**config.mk**
```make
export PLATFORM = sky130hd
export DESIGN_NAME = shared_lane_arbiter
export DESIGN_NICKNAME = d
export VERILOG_FILES = /design/src/rtl/shared_lane_pkg.sv /design/src/rtl/shared_lane_arbiter_rr_pick.sv /design/src/rtl/shared_lane_arbiter.sv
export SDC_FILE = /design/constraint.sdc
export NUM_CORES = 1
export LEC_CHECK = 0
export CAP_MARGIN = 20
export CELL_PAD_IN_SITES_DETAIL_PLACEMENT = 0
export CELL_PAD_IN_SITES_GLOBAL_PLACEMENT = 1
export CORE_ASPECT_RATIO = 1.75
export CORE_UTILIZATION = 37
export DETAILED_ROUTE_END_ITERATION = 16
export PLACE_DENSITY_LB_ADDON = 0.08
export SYNTH_ARGS = -nofsm -noshare
export SYNTH_HDL_FRONTEND = slang
export SYNTH_HIERARCHICAL = 1
export SYNTH_SLANG_ARGS = --single-unit
```
**constraint.sdc**
```tcl
create_clock -name clk -period 3.9 [get_ports clk]
set_clock_uncertainty 0.2 [all_clocks]
set_input_delay 0.78 -clock clk [delete_from_list [all_inputs] [get_ports clk]]
set_output_delay 0.78 -clock clk [all_outputs]
set_load 0.01 [all_outputs]
```
**src/rtl/shared_lane_pkg.sv**
```systemverilog
// Shared definitions for the shared-lane arbiter: FSM state encoding and default sizing.
// Latency: none (types and constants only).
// Backpressure: not applicable.
package shared_lane_pkg;

  typedef enum logic {LANE_IDLE, LANE_BURST} lane_state_e;

  localparam int NUM_REQ_DEF   = 4;
  localparam int DATA_W_DEF    = 2;
  localparam int MAX_BURST_DEF = 4;

endpackage

```
**src/rtl/shared_lane_arbiter_rr_pick.sv**
```systemverilog
// Cyclic first-valid search: lowest requester index at or after rr_ptr, wrapping around.
// Latency: purely combinational.
// Backpressure: none; the caller decides when the pick is used.
module rr_pick
  import shared_lane_pkg::*;
#(
  parameter int NUM_REQ = NUM_REQ_DEF,
  parameter int IDX_W   = $clog2(NUM_REQ)
)(
  input  logic [NUM_REQ-1:0] req,
  input  logic [IDX_W-1:0]   rr_ptr,
  output logic               any_valid,
  output logic [IDX_W-1:0]   pick
);

  logic [IDX_W-1:0] cand;

  // Walk offsets from farthest to nearest so the nearest valid requester overwrites last.
  always_comb begin
    any_valid = |req;
    pick      = rr_ptr;
    cand      = '0;
    for (int i = NUM_REQ - 1; i >= 0; i--) begin
      cand = IDX_W'((int'(rr_ptr) + i) % NUM_REQ);
      if (req[cand]) pick = cand;
    end
  end

endmodule

```
**src/rtl/shared_lane_arbiter.sv**
```systemverilog
// Round-robin sequencer granting one narrow output lane to one requester per burst.
// Latency: grant one cycle after a request is seen idle; accepted beat visible on out_* next cycle.
// Backpressure: owner's req_ready drops while the output stage is full and out_ready is low.
module shared_lane_arbiter
  import shared_lane_pkg::*;
#(
  parameter int NUM_REQ   = NUM_REQ_DEF,
  parameter int DATA_W    = DATA_W_DEF,
  parameter int MAX_BURST = MAX_BURST_DEF
)(
  input  logic                       clk,
  input  logic                       rst,
  input  logic [NUM_REQ-1:0]         req_valid,
  input  logic [NUM_REQ-1:0]         req_last,
  input  logic [NUM_REQ*DATA_W-1:0]  req_data,
  output logic [NUM_REQ-1:0]         req_ready,
  output logic                       out_valid,
  output logic [DATA_W-1:0]          out_data,
  output logic [$clog2(NUM_REQ)-1:0] out_owner,
  input  logic                       out_ready,
  output logic                       busy
);

  localparam int OW = $clog2(NUM_REQ);
  localparam int CW = $clog2(MAX_BURST + 1);
  // beat_cnt value at which the next accepted beat is the last one allowed
  localparam logic [CW-1:0] LAST_BEAT = CW'(MAX_BURST - 1);
  localparam logic [OW-1:0] LAST_REQ  = OW'(NUM_REQ - 1);

  lane_state_e   state, state_nxt;
  logic [OW-1:0] owner, rr_ptr, pick;
  logic [CW-1:0] beat_cnt;
  logic          any_valid, stage_free, accept, burst_end;

  rr_pick #(.NUM_REQ(NUM_REQ)) u_pick (
    .req       (req_valid),
    .rr_ptr    (rr_ptr),
    .any_valid (any_valid),
    .pick      (pick)
  );

  // The output stage can take a beat when empty or draining this cycle.
  assign stage_free = !out_valid || out_ready;
  assign accept     = (state == LANE_BURST) && req_valid[owner] && stage_free;
  assign burst_end  = accept && (req_last[owner] || (beat_cnt == LAST_BEAT));

  // Next state and per-requester ready; only the owner can ever see ready.
  always_comb begin
    state_nxt = state;
    req_ready = '0;
    busy      = 1'b0;
    case (state)
      LANE_IDLE: begin
        if (any_valid) state_nxt = LANE_BURST;
      end
      LANE_BURST: begin
        busy             = 1'b1;
        req_ready[owner] = stage_free;
        if (burst_end) state_nxt = LANE_IDLE;
      end
      default: state_nxt = LANE_IDLE;
    endcase
  end

  // State register.
  always_ff @(posedge clk or posedge rst) begin
    if (rst) state <= LANE_IDLE;
    else     state <= state_nxt;
  end

  // Grant capture, beat counting and pointer advance at burst end.
  always_ff @(posedge clk or posedge rst) begin
    if (rst) begin
      owner    <= '0;
      beat_cnt <= '0;
      rr_ptr   <= '0;
    end else if (state == LANE_IDLE && any_valid) begin
      owner    <= pick;
      beat_cnt <= '0;
    end else if (accept) begin
      beat_cnt <= beat_cnt + 1'b1;
      if (burst_end) rr_ptr <= (owner == LAST_REQ) ? '0 : owner + 1'b1;
    end
  end

  // Single registered output stage; a new beat overwrites a draining one without a bubble.
  always_ff @(posedge clk or posedge rst) begin
    if (rst) begin
      out_valid <= 1'b0;
      out_data  <= '0;
      out_owner <= '0;
    end else if (accept) begin
      out_valid <= 1'b1;
      out_data  <= req_data[owner*DATA_W +: DATA_W];
      out_owner <= owner;
    end else if (out_ready) begin
      out_valid <= 1'b0;
    end
  end

endmodule
```
# Yosys cells after proc, flatten, opt, wreduce, memory -nomap -nowiden
# Cells that the tools add are included.
# word_totals
regBits	13
in_bits	19
elab_cells	64
output_inout_bits	10
# op_classes
n_mux	28
order_cmp	6
shifts	1
bitwise	3
n_eq_ne	2
add_sub_neg	5
reduce_logical	12
# ops
cell	count
$lt A2 B3 Y1 const B	5
$bmux W1 S2	6
$mux W1	12
$mux W2	5
$shiftx A8 B4 Y2	1
$mux W3	2
$logic_and A1 B1 Y1	5
$add A2 B1 Y2 const B	2
$add A2 B2 Y2 const B	2
$and A4 B4 Y4	1
$mux W4	1
$reduce_bool A2 Y1	2
$reduce_or A4 Y1	1
$add A3 B1 Y3 const B	1
$eq A3 B2 Y1 const B	1
$reduce_and A3 Y1	1
$demux W1 S2	1
$eq A2 B2 Y1 const B	1
$ge A2 B1 Y1 const B	1
$logic_or A1 B1 Y1	2
$not A1 Y1	2
$pmux W1 S2	1
$logic_not A1 Y1	1

# Longest topological paths before layout
# Gate-level depths: netlist of run 1.
# depth
word_depth	7
ltp_mapped	5

# By module
# The synthesis of run 1 kept the hierarchy.
# by_module_without_submodules
module	n_inst	area_per_inst_um2	cells_each
shared_lane_arbiter	1	805.8	61
rr_pick	1	100.1	16

# Worst setup path before layout of run 1
# No wires, ideal clock.
# synth_path
path_kind	input port to output port
start	in out_ready
end	out req_ready[0]
setup_slack_ps	1501
path_stages	3
arrival_ps	1419
cell_sequence	nand2b_1 clkbuf_1 and3_1
# synth_via
elab_chain_cells	3
# synth_rtl
element	line_no	rtl
start: declaration	shared_lane_arbiter.sv:20	input logic out_ready,
$logic_or A1 B1 Y1	shared_lane_arbiter.sv:43	assign stage_free = !out_valid || out_ready;
$and A4 B4 Y4 (no line)	-	
$mux W4	shared_lane_arbiter.sv:52	case (state)
end: declaration	shared_lane_arbiter.sv:16	output logic [NUM_REQ-1:0] req_ready,
# No other way between the ends.

# Worst setup path after layout of run 1
# layout_path
start	in out_ready
end	out req_ready[3]
# The elaborated chain is that of the path after synthesis.

==> impl_summary.log, run 1 <==
[metrics] run status: finished clean
[metrics] Post-Synthesis Net Count: 102
[metrics] clock insertion delay at the later pin of the skew report: 0.24 ns
[metrics] number of warnings reported in the yosys synthesis log: 6
[metrics] fillers: 221
[metrics] setup repair after global routing missed its margin: false
[metrics] Total Routed Length: just under 2000 um
[metrics] Core Box Area: around 2300 um2
[metrics] register clock-pin slew on the reported worst setup and hold paths: approximately 0.060 ns
[metrics] Final Instance Count excl. Fillers: 131
[metrics] Worst path slowest cell: sky130_fd_sc_hd__clkdlybuf4s50_1
[metrics] EDFF count, synth: 0
[metrics] clock tree from TritonCTS: yes
[metrics] total clock buffers created by CTS: 3
[metrics] cell type with the highest occurrence count on the critical path: sky130_fd_sc_hd__clkdlybuf4s50_1
[metrics] via count of the first global-routing pass: 690
[metrics] final weighted congestion in routability-driven placement: 0.692
[metrics] fin crit period: 3.32 ns
[metrics] Final Hold Viols: 0
[metrics] max-capacitance violation count: 0
[metrics] Slew Viols, Final: 0
[metrics] fraction of the yosys area taken by sequential cells: 0.359
[metrics] area grow syn2layout: 37.3%
[metrics] number of placed instances with taps included: approximately 130
[metrics] post-route antenna net violation count: 0
[metrics] post_cts resized: 0
[metrics] half-perimeter wire length after placement: roughly 1600 um
[metrics] count of hold-fix buffers inserted at cts: 0
[metrics] Vias per Instance: 5.31
[metrics] fraction of final layout cells sized beyond drive strength 1: 0.170
[metrics] slew at the pin with the worst max-slew slack: 0.518 ns
[metrics] Setup Viol. Count Final: 0
[metrics] worst supply voltage drop on vdd: 0.000412 V
[metrics] detailed-route DRC error count: 0
[metrics] diode insertion count for antenna repair: 0
[metrics] global-route wire length before repair: approximately 3100 um
[metrics] H-tree level count: 1
[metrics] critical path data required time: about 2.9 ns
[metrics] Tightest Hold Check Type: register to register
[metrics] GRT overflow: 0
[metrics] Final #Nets: 132
[metrics] post-route worst setup slack: 0.583 ns
[metrics] global-route usage over all layers: 0.168
[metrics] remaining max-slew budget at the tightest pin: 0.654
[metrics] period utilization: 0.851
[metrics] most instantiated library cell after synthesis: sky130_fd_sc_hd__dfrtp_1
[metrics] area share of the largest cell type after synthesis: 0.359
[metrics] highest attainable clock frequency: 301 MHz
[metrics] post-CTS setup buffer count: 0
[metrics] Ports: 29
[metrics] number of input and output port buffers inserted: 28
[metrics] Max clock buf depth: 2
[metrics] most frequent cells after synthesis: sky130_fd_sc_hd__dfrtp_1 (13), sky130_fd_sc_hd__nand2_1 (7), sky130_fd_sc_hd__ha_1 (6), sky130_fd_sc_hd__inv_1 (6), sky130_fd_sc_hd__mux2_2 (6)
[metrics] Synth Area per Inst: 11.8 um2
[metrics] post-route core utilization: 0.540
[metrics] Clock Sinks: 13
[metrics] number of vias in the routed layout: 696
[metrics] cell accounting for the most synthesized area: sky130_fd_sc_hd__dfrtp_1
[metrics] effective utilization at floorplan: 0.393
[metrics] Power per Cell Area: 700 nW/um2
[metrics] initial antenna violation count: 0
[metrics] post-DR wirelength/cell: 15.0 um
[metrics] leakage power summed over all cells: 0.564 nW
[metrics] register area: around 330 um2
[metrics] Critical Path Source Type: input pin
[metrics] CP endpoint kind: primary output
[metrics] die height: approximately 67 um
[metrics] primary flip-flop cell chosen by synthesis mapping: sky130_fd_sc_hd__dfrtp_1
[metrics] iteration count of the initial detailed-routing pass: 4
[metrics] chain of cells forming the critical path: clkdlybuf4s50_1, nand2b_1, and3_1, clkdlybuf4s50_1
[metrics] area taken by multi-input logic gates: 539 um2
[metrics] full die area: 2660 um2
[metrics] die span in x: approximately 39 um
[metrics] Root Buffer Master: sky130_fd_sc_hd__clkbuf_8
[metrics] Post-Place Worst Slack: approximately 0.58 ns
[metrics] final hold slack: 0.300 ns
[metrics] cell area after synthesis: 906 um2
[metrics] max incr delay on CP: 0.53 ns
[metrics] pin count of the biggest net entering global routing: 14
[metrics] #FFs+latches synth: 13
[metrics] cell types occupying the most area after synthesis: sky130_fd_sc_hd__dfrtp_1 (36%), sky130_fd_sc_hd__ha_1 (8.3%), sky130_fd_sc_hd__mux2_2 (7.5%)
[metrics] number of rows created at floorplan: 23
[metrics] post-synth cell types: 30
[metrics] peak fanout along the critical path: 9
[metrics] Async S/R FF share, synth: 1.00
[metrics] number of DRC violations after detailed-routing iteration 0: 9
[metrics] final-layout setup total negative slack: 0 ns
[metrics] Crit Path Category: input pin to primary output
[metrics] cells after synthesis: 77
[metrics] critical path data arrival time: 2.34 ns
==> per-stage QoR <==
step | power, mW | cell area (um2)
floorplan | 0.593 | 906
global placement | 0.747 | 1200
detailed placement | 0.763 | 1200
CTS | 0.886 | 1240
global route | 0.943 | 1240
finish | 0.871 | 1240
==> logic make-up after synthesis <==
kind of cell | synth area share
simple gates | 0.159
mux | 0.261
flops | 0.359
compound gates | 0.0926
buf+inv | 0.0456
fa+ha+maj | 0.0829
==> layout make-up <==
class	instances	area share
Clock buffer	4	0.0362
Inverter	6	0.0181
Multi-Input combinational cell	55	0.434
Sequential cell	13	0.262
Tap cell	25	0.0252
Timing Repair Buffer	28	0.225
==> worst paths after layout <==
path	startpoint	endpoint	slack, ns	depth (start not counted)
max in group asynchronous	rst	out_owner[1]	2.48	2
worst min-delay path	beat_cnt[0]	beat_cnt[0]	0.30	1
worst max-delay path	out_ready	req_ready[3]	0.58	4
worst max register to register	owner[0]	out_owner[0]	1.77	3
min in group asynchronous	rst	out_data[1]	0.67	2
worst min register to register	beat_cnt[0]	beat_cnt[0]	0.30	1
==> report_power, final <==
| part | internal, mW | switching [mW] |
|---|---|---|
| Combinational | 0.282 | 0.180 |
| Sequential | 0.202 | 0.0873 |
| Clock | 0.0720 | 0.0479 |
==> worst max-delay path, delay by kind of cell <==
family	cells	cell delay, ns
buffers and inverters	2	0.98
and+or+nand+nor	2	0.58
==> state kept, by name, indices dropped and copies added (netlist names) <==
register	flops
beat_cnt	3
out_owner	2
state	1
out_valid	1
rr_ptr	2
out_data	2
owner	2
==> layer usage <==
layer,part of all wire,vias to the layer above,track usage
met3,0.036,2,0.0296
met5,0,-,0
li1,-,341,-
met2,0.55,17,0.285
met1,0.40,336,0.201
met4,0.012,0,0.0647
==> cell usage in the layout, fill, tap and decap left out, types with 2 or more instances in the layout <==
| master | Yosys | routed |
|---|---|---|
| sky130_fd_sc_hd__dfrtp_1 | 13 | 13 |
| sky130_fd_sc_hd__mux4_2 | 2 | 2 |
| sky130_fd_sc_hd__nor2_1 | 3 | 3 |
| sky130_fd_sc_hd__and3_1 | 4 | 4 |
| sky130_fd_sc_hd__ha_1 | 6 | 6 |
| sky130_fd_sc_hd__o21ai_0 | 2 | 2 |
| sky130_fd_sc_hd__inv_1 | 6 | 6 |
| sky130_fd_sc_hd__nand2b_1 | 2 | 2 |
| sky130_fd_sc_hd__and2b_2 | 2 | 2 |
| sky130_fd_sc_hd__nand2_1 | 7 | 7 |
| sky130_fd_sc_hd__clkbuf_8 | 0 | 3 |
| sky130_fd_sc_hd__mux2_2 | 6 | 6 |
| sky130_fd_sc_hd__mux2_4 | 2 | 2 |
| sky130_fd_sc_hd__mux2i_1 | 3 | 3 |
| sky130_fd_sc_hd__mux4_1 | 2 | 2 |
| sky130_fd_sc_hd__clkdlybuf4s50_1 | 0 | 28 |
No activity file was read; power rests on OpenSTA's default activity.
==> run 2, diff against run 1 <==
--- a/config.mk
+++ b/config.mk
@@ -9,7 +9,9 @@
 export CELL_PAD_IN_SITES_DETAIL_PLACEMENT = 0
 export CELL_PAD_IN_SITES_GLOBAL_PLACEMENT = 1
 export CORE_ASPECT_RATIO = 1.75
+export CORE_MARGIN = 2
 export CORE_UTILIZATION = 37
+export CTS_CLUSTER_SIZE = 12
 export DETAILED_ROUTE_END_ITERATION = 16
 export PLACE_DENSITY_LB_ADDON = 0.08
 export SYNTH_ARGS = -nofsm -noshare
==> impl_summary.log, run 2 (same netlist as run 1, synthesis figures left out) <==
[metrics] total clock buffers created by CTS: 3 (unchanged)
[metrics] Core Box Area: 2300 um2 (unchanged)
[metrics] number of flip-flops under the largest register name: 3 (unchanged)
[metrics] number of DRC violations after detailed-routing iteration 0: 7 (was 9)
[metrics] crit-path leading delay family: buffers and inverters (unchanged)
[metrics] Tightest Hold Check Type: register to register (unchanged)
[metrics] Final Instance Area: 1240 um2 (unchanged)
[metrics] effective utilization at floorplan: 0.393 (unchanged)
[metrics] Ports: 29 (unchanged)
[metrics] register with the most flip-flops: beat_cnt (unchanged)
[metrics] CP endpoint kind: primary output (unchanged)
[metrics] Max clock buf depth: 2 (unchanged)
[metrics] number of rows created at floorplan: 23 (unchanged)
[metrics] via count of the first global-routing pass: 769 (was 690)
[metrics] Final #Nets: 132 (unchanged)
[metrics] post_cts resized: 0 (unchanged)
[metrics] most frequent cells in the layout: sky130_fd_sc_hd__clkdlybuf4s50_1 (28), sky130_fd_sc_hd__dfrtp_1 (13), sky130_fd_sc_hd__nand2_1 (7) (unchanged)
[metrics] Clock Sinks: 13 (unchanged)
[metrics] register clock-pin slew on the reported worst setup and hold paths: 0.05 ns (was 0.06 ns)
[metrics] period utilization: 0.848 (was 0.851)
[metrics] Final Hold Viols: 0 (unchanged)
[metrics] final weighted congestion in routability-driven placement: 0.684 (was 0.692)
[metrics] Crit Path Category: input pin to primary output (unchanged)
[metrics] Buffers & Inverters on Critical Path: 2 (unchanged)
[metrics] H-tree level count: 1 (unchanged)
[metrics] run status: finished clean (unchanged)
[metrics] global-route wire length before repair: 3610 um (was 3060 um)
[metrics] final-layout setup total negative slack: 0 ns (unchanged)
[metrics] count of hold-fix buffers inserted at cts: 0 (unchanged)
[metrics] clock insertion delay at the later pin of the skew report: 0.24 ns (about the same)
[metrics] global-route usage over all layers: 0.160 (was 0.168)
[metrics] internal power of the cells: 0.558 mW (was 0.556 mW)
[metrics] leading cell type in the layout, fill and taps excluded: sky130_fd_sc_hd__clkdlybuf4s50_1 (unchanged)
[metrics] Slew Viols, Final: 0 (unchanged)
[metrics] clock group share of total power: 0.135 (was 0.138)
[metrics] half-perimeter wire length after placement: 1580 um (was 1570 um)
[metrics] diode insertion count for antenna repair: 0 (unchanged)
[metrics] peak fanout along the critical path: 9 (unchanged)
[metrics] setup repair after global routing missed its margin: false (unchanged)
[metrics] area of placed instances: 1200 um2 (unchanged)
[metrics] Critical Path Source Type: input pin (unchanged)
[metrics] max incr delay on CP: 0.54 ns (was 0.53 ns)
[metrics] clock tree from TritonCTS: yes (unchanged)
[metrics] Post-Place Worst Slack: 0.575 ns (was 0.580 ns)
[metrics] die span in x: 41.4 um (was 39.4 um)
[metrics] Vias per Instance: 5.37 (was 5.31)
[metrics] post-route core utilization: 0.540 (unchanged)
[metrics] detailed-route DRC error count: 0 (unchanged)
[metrics] depth of the worst hold-timing path: 1 (unchanged)
[metrics] number of cell instances on the worst register-to-register path: 3 (unchanged)
[metrics] highest attainable clock frequency: 302 MHz (was 301 MHz)
[metrics] fraction of final layout cells sized beyond drive strength 1: 0.170 (unchanged)
[metrics] chain of cells forming the critical path: clkdlybuf4s50_1, nand2b_1, and3_1, clkdlybuf4s50_1 (unchanged)
[metrics] post-CTS setup buffer count: 0 (unchanged)
[metrics] iteration count of the initial detailed-routing pass: 4 (unchanged)
[metrics] leakage power summed over all cells: 0.564 nW (unchanged)
[metrics] Root Buffer Master: sky130_fd_sc_hd__clkbuf_8 (unchanged)
[metrics] pin count of the biggest net entering global routing: 14 (unchanged)
[metrics] die height: 69.5 um (was 67.5 um)
[metrics] switching power as a share of total power: 0.359 (was 0.362)
[metrics] post-route worst setup slack: 0.594 ns (was 0.583 ns)
[metrics] slew at the pin with the worst max-slew slack: 0.523 ns (was 0.518 ns)
[metrics] critical path data required time: 2.92 ns (about the same)
[metrics] part of the power in registers: 0.331 (was 0.332)
[metrics] post-DR wirelength/cell: 15.0 um (about the same)
[metrics] worst supply voltage drop on vdd: 0.000370 V (was 0.000412 V)
[metrics] Total Routed Length: 1960 um (about the same)
[metrics] area grow syn2layout: 37.3% (unchanged)
[metrics] full die area: 2880 um2 (was 2660 um2)
[metrics] max-capacitance violation count: 0 (unchanged)
[metrics] post-route antenna net violation count: 0 (unchanged)
[metrics] critical path data arrival time: 2.33 ns (was 2.34 ns)
[metrics] GRT overflow: 0 (unchanged)
[metrics] fin crit period: 3.31 ns (was 3.32 ns)
[metrics] Worst path slowest cell: sky130_fd_sc_hd__clkdlybuf4s50_1 (unchanged)
[metrics] power spent charging and discharging nets: 0.313 mW (was 0.315 mW)
[metrics] number of vias in the routed layout: 703 (was 696)
[metrics] remaining max-slew budget at the tightest pin: 0.651 (was 0.654)
[metrics] Setup Viol. Count Final: 0 (unchanged)
[metrics] number of input and output port buffers inserted: 28 (unchanged)
[metrics] Power per Cell Area: 700 nW/um2 (about the same)
[metrics] cell type with the highest occurrence count on the critical path: sky130_fd_sc_hd__clkdlybuf4s50_1 (unchanged)
[metrics] initial antenna violation count: 0 (unchanged)
[metrics] share of power burned in combinational logic: 0.534 (was 0.530)
[metrics] CP Depth: 4 (unchanged)
## run 2: cell counts in the layout (fill, tap and decap cells not counted)
Identical to the previous run, type by type.
## run 2: layout make-up
class	instances	area, um2
clock buffer	4	45.0
fill	218	1060
inverter	6	22.5
multi-input combinational	55	539
sequential	13	325
tap	25	31.3
timing repair buffer	28	280
## run 2: power groups by stage
stage / Sequential [mW] / Clock (mW) / Combinational [mW]
final: 0.288 / 0.118 / 0.465
after detailed placement: 0.292 / 0 / 0.470
after floorplan: 0.262 / 0 / 0.331
after global placement: 0.289 / 0 / 0.459
after CTS: 0.290 / 0.121 / 0.473
after global routing: 0.308 / 0.130 / 0.517
## run 2: path summary, 6_finish.rpt
kind | start | endpoint | slack (ns)
min in group asynchronous | rst | owner[0] | 0.67
worst min-delay path | beat_cnt[0] | beat_cnt[0] | 0.29
worst min register to register | beat_cnt[0] | beat_cnt[0] | 0.29
worst max register to register | owner[0] | rr_ptr[1] | 1.78
worst max-delay path | out_ready | req_ready[3] | 0.59
max in group asynchronous | rst | beat_cnt[2] | 2.47
## run 2: through the flow
step / hold WS, ns / total power [mW] / cells
5_1_grt: 0.322 / 0.954 / 131
6_report: 0.286 / 0.871 / 131
4_1_cts: 0.290 / 0.883 / 131
3_3_place_gp: 0.278 / 0.749 / 127
2_1_floorplan: 0.252 / 0.593 / 77
3_5_place_dp: 0.283 / 0.762 / 127
## run 2: layer usage
metal  up-vias  GRT usage  share of wire
met1       353      0.170           0.38
met2        11      0.286           0.58
met5         -          0              0
met4         0     0.0717          0.015
met3         2     0.0417          0.028
li1        337          -              -
==> run 3, diff against run 2 <==
--- a/config.mk
+++ b/config.mk
@@ -10,7 +10,7 @@
 export CELL_PAD_IN_SITES_GLOBAL_PLACEMENT = 1
 export CORE_ASPECT_RATIO = 1.75
 export CORE_MARGIN = 2
-export CORE_UTILIZATION = 37
+export CORE_UTILIZATION = 31
 export CTS_CLUSTER_SIZE = 12
 export DETAILED_ROUTE_END_ITERATION = 16
 export PLACE_DENSITY_LB_ADDON = 0.08
==> constraint.sdc (replaced) <==
create_clock -name clk -period 2.95 [get_ports clk]
set_clock_uncertainty 0.2 [all_clocks]
set_input_delay 0.59 -clock clk [delete_from_list [all_inputs] [get_ports clk]]
set_output_delay 0.59 -clock clk [all_outputs]
set_load 0.01 [all_outputs]
==> impl_summary.log, run 3 (same netlist as run 1, synthesis figures left out) <==
[metrics] max-capacitance violation count: 0 (unchanged)
[metrics] half-perimeter wire length after placement: 1570 um (was 1580 um)
[metrics] register clock-pin slew on the reported worst setup and hold paths: 0.05 ns (about the same)
[metrics] Critical Path Source Type: input pin (unchanged)
[metrics] Slew Viols, Final: 0 (unchanged)
[metrics] final-layout setup total negative slack: 0 ns (unchanged)
[metrics] most frequent cells in the layout: sky130_fd_sc_hd__clkdlybuf4s50_1 (28), sky130_fd_sc_hd__dfrtp_1 (13), sky130_fd_sc_hd__nand2_1 (7) (unchanged)
[metrics] critical path data required time: 2.16 ns (was 2.92 ns)
[metrics] highest attainable clock frequency: 357 MHz
[metrics] H-tree level count: 1 (unchanged)
[metrics] detailed-route DRC error count: 0 (unchanged)
[metrics] Setup Viol. Count Final: 0 (unchanged)
[metrics] Tightest Hold Check Type: register to register (unchanged)
[metrics] area of placed instances: 1220 um2 (was 1200 um2)
[metrics] layer carrying the most global-route usage: met2 (unchanged)
[metrics] leakage power summed over all cells: 0.573 nW (was 0.564 nW)
[metrics] number of input and output port buffers inserted: 28 (unchanged)
[metrics] clock insertion delay at the later pin of the skew report: 0.24 ns (about the same)
[metrics] final hold slack: 0.281 ns (was 0.286 ns)
[metrics] post-route antenna net violation count: 0 (unchanged)
[metrics] remaining max-slew budget at the tightest pin: 0.651 (about the same)
[metrics] fraction of met2 tracks used by global routing: 0.230 (was 0.286)
[metrics] leading cell type in the layout, fill and taps excluded: sky130_fd_sc_hd__clkdlybuf4s50_1 (unchanged)
[metrics] initial antenna violation count: 0 (unchanged)
[metrics] register with the most flip-flops: beat_cnt (unchanged)
[metrics] Vias per Instance: 5.10 (was 5.37)
[metrics] Total Routed Length: 1950 um (was 1960 um)
[metrics] number of placed instances with taps included: 132 (was 127)
[metrics] post_cts resized: 0 (unchanged)
[metrics] post-CTS setup buffer count: 0 (unchanged)
[metrics] iteration count of the initial detailed-routing pass: 3 (was 4)
[metrics] Final #Nets: 134 (was 132)
[metrics] CP endpoint kind: primary output (unchanged)
[metrics] global-route wire length before repair: 3140 um (was 3610 um)
[metrics] full die area: 3390 um2 (was 2880 um2)
[metrics] die span in x: 44.9 um (was 41.4 um)
[metrics] Clock Sinks: 13 (unchanged)
[metrics] GRT overflow: 0 (unchanged)
[metrics] number of DRC violations after detailed-routing iteration 0: 9 (was 7)
[metrics] Core Box Area: 2860 um2 (was 2300 um2)
[metrics] pin count of the biggest net entering global routing: 14 (unchanged)
[metrics] clock tree from TritonCTS: yes (unchanged)
[metrics] number of rows created at floorplan: 26 (was 23)
[metrics] Max clock buf depth: 2 (unchanged)
[metrics] fin crit period: 2.80 ns
[metrics] run status: finished clean (unchanged)
[metrics] global-route usage over all layers: 0.132 (was 0.160)
[metrics] die height: 75.5 um (was 69.5 um)
[metrics] Root Buffer Master: sky130_fd_sc_hd__clkbuf_8 (unchanged)
[metrics] post-route core utilization: 0.441 (was 0.540)
[metrics] Post-Place Worst Slack: 0.166 ns (was 0.575 ns)
[metrics] period utilization: 0.951
[metrics] slew at the pin with the worst max-slew slack: 0.522 ns (was 0.523 ns)
[metrics] Crit Path Category: input pin to primary output (unchanged)
[metrics] effective utilization at floorplan: 0.316 (was 0.393)
[metrics] Final Instance Area: 1260 um2 (was 1240 um2)
[metrics] final weighted congestion in routability-driven placement: 0.712 (was 0.684)
[metrics] area grow syn2layout: 39.4% (was 37.3%)
[metrics] post-DR wirelength/cell: 14.3 um (was 15.0 um)
[metrics] count of hold-fix buffers inserted at cts: 0 (unchanged)
[metrics] number of vias in the routed layout: 693 (was 703)
[metrics] Power per Cell Area: 919 nW/um2 (was 700 nW/um2)
[metrics] diode insertion count for antenna repair: 0 (unchanged)
[metrics] Ports: 29 (unchanged)
[metrics] worst supply voltage drop on vdd: 0.000614 V (was 0.000370 V)
[metrics] peak fanout along the critical path: 7 (was 9)
[metrics] sum of internal, switching and leakage power: 1.16 mW (was 0.871 mW)
[metrics] critical path data arrival time: 2.01 ns (was 2.33 ns)
[metrics] setup repair after global routing missed its margin: false (unchanged)
[metrics] via count of the first global-routing pass: 638 (was 769)
[metrics] total clock buffers created by CTS: 3 (unchanged)
[metrics] number of flip-flops under the largest register name: 3 (unchanged)
[metrics] met3 Use GR: 0.0308 (was 0.0417)
[metrics] Final Instance Count excl. Fillers: 136 (was 131)
[metrics] Final Hold Viols: 0 (unchanged)
[metrics] fraction of final layout cells sized beyond drive strength 1: 0.185 (was 0.170)
[metrics] met1 Resource Use GR: 0.144 (was 0.170)
[metrics] post-route worst setup slack: 0.146 ns (was 0.594 ns)
[run 3: changes by cell type in the layout (fill, tap and decap cells not counted)]
cell                    delta
sky130_fd_sc_hd__buf_4     +2
[run 3: worst max-delay path, cell delays in order]
cell,delay [ns]
sky130_fd_sc_hd__clkdlybuf4s50_1,0.45
sky130_fd_sc_hd__nand2b_1,0.24
sky130_fd_sc_hd__and3_1,0.20
sky130_fd_sc_hd__clkdlybuf4s50_1,0.53
[run 3: final timing paths]
| kind | start | to | slack (ns) | depth (start not counted) |
|---|---|---|---|---|
| max in group asynchronous | rst | beat_cnt[2] | 1.71 | 2 |
| min reg2reg | beat_cnt[0] | beat_cnt[0] | 0.28 | 1 |
| max | out_ready | req_ready[3] | 0.15 | 4 |
| min in group asynchronous | rst | out_data[1] | 0.49 | 2 |
| min | beat_cnt[0] | beat_cnt[0] | 0.28 | 1 |
| max reg2reg | owner[0] | rr_ptr[1] | 0.90 | 4 |
[run 3: power by group]
part / internal (mW) / leakage (nW) / switching (mW)
logic: 0.387 / 0.397 / 0.257
registers: 0.267 / 0.153 / 0.0928
clock network: 0.0953 / 0.0228 / 0.0609
total: 0.750 / 0.573 / 0.410
[run 3: layout make-up]
class / instances / area [um2]
clock buffers: 4 / 45.0
fillers: 301 / 1600
inverters: 6 / 22.5
multi-input cells: 55 / 539
flip-flops and latches: 13 / 325
well taps: 28 / 35.0
repair buffers: 30 / 295
[run 3: routing by layer]
metal | routed length (um) | share of wire
met1 | 735 | 0.38
met2 | 1100 | 0.56
met3 | 76 | 0.039
met4 | 36 | 0.018
met5 | 0 | 0
